[src/rtl/pwm_cap_pkg.sv]
// pwm_cap_pkg
// Shared types and default constants for the PWM/square-wave capture block.
//   pwm_cap_state_t     - measurement FSM state encoding
//   PWM_CAP_CNT_W       - default width of the period/high-time counters
//   PWM_CAP_TIMEOUT_CYC - default loss-of-signal timeout in clk cycles
package pwm_cap_pkg;

    typedef enum logic [1:0] {
        IDLE      = 2'd0,
        MEAS_HIGH = 2'd1,
        MEAS_LOW  = 2'd2
    } pwm_cap_state_t;

    localparam int PWM_CAP_CNT_W       = 28;
    localparam int PWM_CAP_TIMEOUT_CYC = 100_000_000;

endpackage

[src/rtl/sig_sync_edge.sv]
// sig_sync_edge
// Conditions an asynchronous input: 2-FF synchronizer, optional glitch
// filter (enabled by defining PWM_CAP_GLITCH_FILT_EN), and edge detector.
// Reusable for any slow asynchronous input (tones, buttons, ...).
//   clk    - system clock
//   arst   - asynchronous active-high reset
//   sig_in - asynchronous input
//   level  - conditioned level (sig_f)
//   rise   - one-cycle strobe on a conditioned 0->1 transition
//   fall   - one-cycle strobe on a conditioned 1->0 transition
// FILT_LEN: with the filter enabled, the conditioned level follows the
// synchronized input only after it has held a new level for FILT_LEN cycles.
module sig_sync_edge
    import pwm_cap_pkg::*;
#(
    parameter int FILT_LEN = 4
) (
    input  logic clk,
    input  logic arst,
    input  logic sig_in,
    output logic level,
    output logic rise,
    output logic fall
);

    if (FILT_LEN < 1) begin : g_bad_filt_len
        $error("sig_sync_edge: FILT_LEN must be at least 1");
    end

    logic sync_1;
    logic sig_s;
    logic sig_f;
    logic sig_f_q;

    always_ff @(posedge clk or posedge arst) begin
        if (arst) begin
            sync_1 <= 1'b0;
            sig_s  <= 1'b0;
        end else begin
            sync_1 <= sig_in;
            sig_s  <= sync_1;
        end
    end

`ifdef PWM_CAP_GLITCH_FILT_EN
    localparam int STAB_W = $clog2(FILT_LEN + 1);

    // stab_cnt counts consecutive cycles in which sig_s disagrees with sig_f;
    // any return to agreement restarts the count, so short pulses never pass.
    logic [STAB_W-1:0] stab_cnt;

    always_ff @(posedge clk or posedge arst) begin
        if (arst) begin
            sig_f    <= 1'b0;
            stab_cnt <= '0;
        end else if (sig_s == sig_f) begin
            stab_cnt <= '0;
        end else if (stab_cnt == STAB_W'(FILT_LEN - 1)) begin
            sig_f    <= sig_s;
            stab_cnt <= '0;
        end else begin
            stab_cnt <= stab_cnt + 1'b1;
        end
    end
`else
    assign sig_f = sig_s;
`endif

    always_ff @(posedge clk or posedge arst) begin
        if (arst) begin
            sig_f_q <= 1'b0;
        end else begin
            sig_f_q <= sig_f;
        end
    end

    assign level = sig_f;
    assign rise  = sig_f & ~sig_f_q;
    assign fall  = ~sig_f & sig_f_q;

endmodule

[src/rtl/pwm_capture.sv]
// pwm_capture
// Measures period and high time of an asynchronous PWM/square-wave input in
// clk cycles and flags loss of signal after TIMEOUT_CYC cycles without a rise.
// Optional glitch filter: define PWM_CAP_GLITCH_FILT_EN.
//   clk        - system clock
//   arst       - asynchronous active-high reset
//   sig_in     - measured signal (asynchronous)
//   period_cnt - cycles between the last two rising edges
//   high_cnt   - high time within that period
//   meas_valid - one-cycle strobe when period_cnt/high_cnt are loaded
//   no_signal  - high until the first measurement and after a timeout
//
// state     | meaning
// ----------+--------------------------------------------------------------
// IDLE      | no reference edge yet (or timed out); counter held at 0
// MEAS_HIGH | counting the high phase after a rising edge
// MEAS_LOW  | counting the low phase; next rise completes a period
module pwm_capture
    import pwm_cap_pkg::*;
#(
    parameter int CNT_W       = PWM_CAP_CNT_W,
    parameter int TIMEOUT_CYC = PWM_CAP_TIMEOUT_CYC,
    parameter int FILT_LEN    = 4
) (
    input  logic             clk,
    input  logic             arst,
    input  logic             sig_in,
    output logic [CNT_W-1:0] period_cnt,
    output logic [CNT_W-1:0] high_cnt,
    output logic             meas_valid,
    output logic             no_signal
);

    if (TIMEOUT_CYC < 1 || longint'(TIMEOUT_CYC) >= (longint'(1) << CNT_W)) begin : g_bad_timeout
        $error("pwm_capture: TIMEOUT_CYC must be in 1 .. 2**CNT_W-1");
    end

    localparam logic [CNT_W-1:0] TIMEOUT_VAL = CNT_W'(TIMEOUT_CYC);
    localparam logic [CNT_W-1:0] CNT_ONE     = CNT_W'(1);

    logic sig_rise;
    logic sig_fall;
    // The conditioned level is not needed by this block.
    logic sig_level_unused;

    sig_sync_edge #(
        .FILT_LEN (FILT_LEN)
    ) u_sync_edge (
        .clk    (clk),
        .arst   (arst),
        .sig_in (sig_in),
        .level  (sig_level_unused),
        .rise   (sig_rise),
        .fall   (sig_fall)
    );

    pwm_cap_state_t   state,      state_n;
    logic [CNT_W-1:0] cnt,        cnt_n;
    logic [CNT_W-1:0] high_cap,   high_cap_n;
    logic [CNT_W-1:0] period_n,   high_n;
    logic             valid_n,    no_signal_n;

    always_ff @(posedge clk or posedge arst) begin
        if (arst) begin
            state      <= IDLE;
            cnt        <= '0;
            high_cap   <= '0;
            period_cnt <= '0;
            high_cnt   <= '0;
            meas_valid <= 1'b0;
            no_signal  <= 1'b1;
        end else begin
            state      <= state_n;
            cnt        <= cnt_n;
            high_cap   <= high_cap_n;
            period_cnt <= period_n;
            high_cnt   <= high_n;
            meas_valid <= valid_n;
            no_signal  <= no_signal_n;
        end
    end

    // The counter is loaded with 1 on the edge that samples rise, so its value
    // when the next fall/rise is sampled equals the elapsed cycles directly.
    always_comb begin
        state_n     = state;
        cnt_n       = cnt;
        high_cap_n  = high_cap;
        period_n    = period_cnt;
        high_n      = high_cnt;
        valid_n     = 1'b0;
        no_signal_n = no_signal;

        case (state)
            IDLE: begin
                cnt_n = '0;
                if (sig_rise) begin
                    cnt_n   = CNT_ONE;
                    state_n = MEAS_HIGH;
                end
            end

            MEAS_HIGH: begin
                if (cnt == TIMEOUT_VAL) begin
                    cnt_n       = '0;
                    no_signal_n = 1'b1;
                    state_n     = IDLE;
                end else begin
                    cnt_n = cnt + CNT_ONE;
                    if (sig_fall) begin
                        high_cap_n = cnt;
                        state_n    = MEAS_LOW;
                    end
                end
            end

            MEAS_LOW: begin
                // A rise on the threshold cycle still completes the period.
                if (sig_rise) begin
                    period_n    = cnt;
                    high_n      = high_cap;
                    valid_n     = 1'b1;
                    no_signal_n = 1'b0;
                    cnt_n       = CNT_ONE;
                    state_n     = MEAS_HIGH;
                end else if (cnt == TIMEOUT_VAL) begin
                    cnt_n       = '0;
                    no_signal_n = 1'b1;
                    state_n     = IDLE;
                end else begin
                    cnt_n = cnt + CNT_ONE;
                end
            end

            default: begin
                cnt_n   = '0;
                state_n = IDLE;
            end
        endcase
    end

endmodule

[config.mk]
export PLATFORM = sky130hd
export DESIGN_NAME = pwm_capture
export DESIGN_NICKNAME = d
export VERILOG_FILES = /design/src/rtl/pwm_cap_pkg.sv /design/src/rtl/sig_sync_edge.sv /design/src/rtl/pwm_capture.sv
export SDC_FILE = /design/constraint.sdc
export NUM_CORES = 1
export LEC_CHECK = 0
export ABC_AREA = 1
export CAP_MARGIN = 40
export CELL_PAD_IN_SITES_DETAIL_PLACEMENT = 1
export CELL_PAD_IN_SITES_GLOBAL_PLACEMENT = 1
export CORE_UTILIZATION = 48
export DETAILED_ROUTE_END_ITERATION = 6
export DONT_BUFFER_PORTS = 1
export GPL_ROUTABILITY_DRIVEN = 1
export PLACE_DENSITY = 0.85
export SYNTH_ARGS = -nofsm -noshare
export SYNTH_HDL_FRONTEND = slang
export SYNTH_SLANG_ARGS = --single-unit
[constraint.sdc]
create_clock -name clk -period 6.3 [get_ports clk]
set_input_delay 1.89 -clock clk [delete_from_list [all_inputs] [get_ports clk]]
set_output_delay 1.89 -clock clk [all_outputs]
set_load 0.02 [all_outputs]
=== Yosys cells after proc, flatten, opt, wreduce, memory -nomap -nowiden ===
Index checks and enable logic that the tools add are counted.

* Word-level logic and storage cells: 42
* Bits of input ports: 3
* Flip-flop bits (word level): 119
* Output and inout bits: 58

* Reductions and logical operators: 5
* Eq/ne operators: 6
* Bitwise gates (word level): 5
* Add/subtract/negate cells: 1
* Multiplexer cells: 15

{| class="wikitable"
|+ Operators by type and width
! operator !! count
|-
| $pmux 28 s3 || 1
|-
| $mux 28 || 2
|-
| $add 28x1->28 const B || 1
|-
| $eq 28x27->1 const B || 1
|-
| $mux 2 || 5
|-
| $ne 3x3->1 const B || 2
|-
| $pmux 2 s3 || 1
|-
| $reduce_and 3->1 || 2
|-
| $mux 1 || 5
|-
| $not 1->1 || 3
|-
| $and 1x1->1 || 2
|-
| $eq 2x1->1 const B || 1
|-
| $eq 2x2->1 const B || 1
|-
| $logic_not 2->1 || 1
|-
| $ne 2x2->1 const B || 1
|-
| $pmux 1 s2 || 1
|-
| $reduce_and 2->1 || 1
|-
| $reduce_bool 2->1 || 1
|}

=== Longest topological paths before layout ===
* Depth after elaboration: 5
* Depth in mapped cells: 12
* Mapped depth without buffers: 11

=== Modules after synthesis ===
From an unflattened synthesis, not the netlist that was laid out.

* Cell total of the unflattened synthesis: 568
* Area, all modules: 5106.1 sq um

{| class="wikitable"
|+ Modules (own cells, without submodules)
! module !! area each (sq um) !! instances !! cells each !! sequential area each (sq um)
|-
| pwm_capture || 5012.3 || 1 || 560 || 2904.0
|-
| sig_sync_edge || 93.8 || 1 || 8 || 75.1
|}

=== Least setup slack after synthesis ===
No wires, ideal clock.

* Path kind: flip-flop to output port
* Start point: reg no_signal
* End point: out no_signal
* Data required time: 4.410 ns
* Path slack: 3.847 ns
* Cell stages (with the launch flop): 1
* Arrival time: 0.563 ns
* Path buffers: 0
* Cells stage by stage: dfstp_2

{| class="wikitable"
|+ RTL lines
! what !! line !! RTL
|-
| from (decl) || pwm_capture.sv:31 || <nowiki>output logic no_signal</nowiki>
|-
| from (signal assigned) || pwm_capture.sv:79 || <nowiki>no_signal <= no_signal_n;</nowiki>
|}

No word-level cell between the ends.

=== Worst setup path in the final report ===
* Start point: reg no_signal
* End point: out no_signal

No word-level cell between the ends.

==> results_dict.tcl <==
set metrics [dict create \
    numCtsBuffers 17 \
    postRouteAntennaNets 0 \
    status "completed" \
    cts_resized 0 \
    placed_cells 691 \
    track_usage_pct 30.9 \
    swShare_pct 27.9 \
    seq_power_share_pct 41.9 \
    grt_antenna_before_repair 0 \
    postSynthCellCount 570 \
    path_class "flip-flop to output port" \
    min_period_ns 3.02 \
    via_per_inst 5.74 \
    setup_ws_ns 3.28 \
    total_power_w 0.00201 \
    antenna_cells 0 \
    nNetsFinal 584 \
    max_slew_margin_pct 52.9 \
    clock_latency_ns 0.53 \
    nFillCells 1168 \
    core_mm2 0.0103 \
    yosysTopAreaCell "dfrtp_1" \
    cts_tree "yes" \
    gp_congestion 0.852 \
    syn_area_per_cell_um2 9.01 \
    final.setup_skew_ns 0.0126 \
    endpoint_kind "output port" \
    ys_seq_elements 119 \
    p_clk_share_pct 47.3 \
    synth_nets 580 \
    cp.arrival_ns 1.13 \
    netlist.area_leader.share_pct 57.5 \
    period_share_pct 47.9 \
    stdcell_count 723 \
    cts_sinks 119 \
    drt_pass1_iterations 5 \
    ys.flop_type "dfrtp_1" \
    start_util_pct 49.7 \
    netlist_area_mm2 0.00513 \
    stdcell_area_mm2 0.00578 \
    cap_violations 0 \
    cts_max_path_buffers 2 \
    place_hpwl_um 8790 \
    yosys_warnings 0 \
    start_kind "flip-flop" \
    cts-root-buf "clkbuf_8" \
    tns_ns 0 \
    rows 37 \
    setup-violations-final 0 \
    synth_edf_count 0 \
    drv_slew 0 \
    path_clk_slew_ns 0.06 \
    cts_hold_buffers 0 \
    yosysSeqAreaShare_pct 58.0 \
    ios 61 \
    rsz0062_at_grt "no" \
    area_growth_pct 12.6 \
    die-width_um 105 \
    die-area_mm2 0.0111 \
    grt_pass1_wl_um 25300 \
    synth_cell_types 29 \
    grt-ovfl-total 0 \
    synthTopCellsByCount "nand2_1 (193), dfrtp_1 (118), nor2_1 (65)" \
    die-height_um 105 \
    grt_max_degree 62 \
    cts_max_level 4 \
    netlist_top_cells_area "dfrtp_1 (58%), nand2_1 (14%), o21ai_0 (4.8%)" \
    p_per_area_mw_per_mm2 347 \
    power_leakage_nw 2.70 \
    vias 4149 \
    yosysMostFrequentCell "nand2_1" \
    cp.required_ns 4.41 \
    cp_max_fo 2 \
    cts_setup_buffers 0 \
    tightest_slew_ns 0.706 \
    combPwrFrac_pct 10.8 \
    async_flop_share_pct 100 \
    io_buffer_count 0 \
    min_path_type "flip-flop to flip-flop" \
    fmax_mhz 332 \
    drtIter0Drc 394 \
    peakVddDrop_mv 0.236 \
    p_sw_w 0.000558 \
    pre_cts_ws_ns 3.32 \
    first_global_vias 4515 \
    drc 0 \
    placed_area_mm2 0.00522 \
    wl_um 15800 \
    power.internal_w 0.00145 \
    wl_per_cell_um 21.8 \
    final_layout_size_suffix_gt1_share_pct 9.37 \
    hold_viol 0 \
]
-- per-layer routing --
layer | wire length, um | global-route usage (%) | up-vias
li1 | - | - | 1780
met1 | 6120 | 36.8 | 2127
met2 | 7970 | 51.1 | 188
met3 | 1000 | 8.53 | 54
met4 | 682 | 15.8 | 0
met5 | 0 | 0 | -
-- power groups by stage --
stage | Sequential (W) | Combinational (W) | Clock (W)
final | 0.000840 | 0.000216 | 0.000949
after global routing | 0.000842 | 0.000240 | 0.000986
after CTS | 0.000840 | 0.000216 | 0.000948
after detailed placement | 0.000851 | 0.000207 | 0
after global placement | 0.000848 | 0.000179 | 0
after floorplan | 0.000841 | 0.000171 | 0
-- logic make-up after synthesis --
kind of cell               Yosys count  synth area share, %
buffers and inverters               66                 6.46
xor gates and xnor gates            21                 3.58
and+or+nand+nor                    291                 22.8
DFF                                119                 58.0
adders and majority gates            7                 1.71
AOI/OAI and AO/OA                   66                 7.41
-- area by class of cell --
class                      count  area, um2  area share, %
tap                          136        170           2.94
multi-input combinational    385       1830           31.6
sequential                   119       2980           51.5
clock buffer                  24        470           8.14
timing repair buffer           5       65.1           1.13
clock inverter                 8       96.3           1.67
inverter                      46        175           3.03
-- path summary, 6_finish.rpt --
kind,from,to,slack (ns),depth (start not counted)
min in group asynchronous,arst,high_cnt[1],1.18,1
worst min register to register,u_sync_edge.sync_1,u_sync_edge.level,0.37,0
worst max register to register,state[0],state[0],3.77,10
max in group asynchronous,arst,period_cnt[24],3.89,3
worst max-delay path,no_signal,no_signal,3.28,0
worst min-delay path,u_sync_edge.sync_1,u_sync_edge.level,0.37,0
-- placed cells by master (no fill, tap or decap) --
master,instances
nor2_4,1
buf_16,1
a21oi_1,3
nand4_1,5
nor2_2,3
nand3_1,11
o21ai_1,1
ha_1,7
xnor2_1,1
inv_4,1
nand2_2,2
clkbuf_16,16
clkbuf_8,4
clkbuf_1,4
o21ai_2,10
xor2_1,20
buf_8,1
nand2_1,193
bufinv_16,2
a22oi_1,1
o211ai_1,1
clkinv_2,4
inv_1,44
buf_4,3
dfrtp_1,118
o211ai_2,1
inv_2,1
nand3_4,1
clkinv_4,1
o21ai_0,49
clkinvlp_4,1
nor2_1,64
dfstp_2,1
nand2_4,1
and2_1,1
nor3_1,9
-- state kept, by name (all words and copies together), names as in the netlist --
name,flops
no_signal,1
u_sync_edge.sync_1,1
u_sync_edge.level,1
high_cap,28
u_sync_edge.sig_f_q,1
state,2
meas_valid,1
period_cnt,28
high_cnt,28
cnt,28
-- through the flow --
stage	utilization [%]	hold WS, ns
floorplan	-	0.331
global placement	50.1	0.338
detailed placement	50.5	0.363
CTS	56.0	0.366
global route	56.0	0.376
finish	56.0	0.372
No activity file was read; power rests on OpenSTA's default activity.
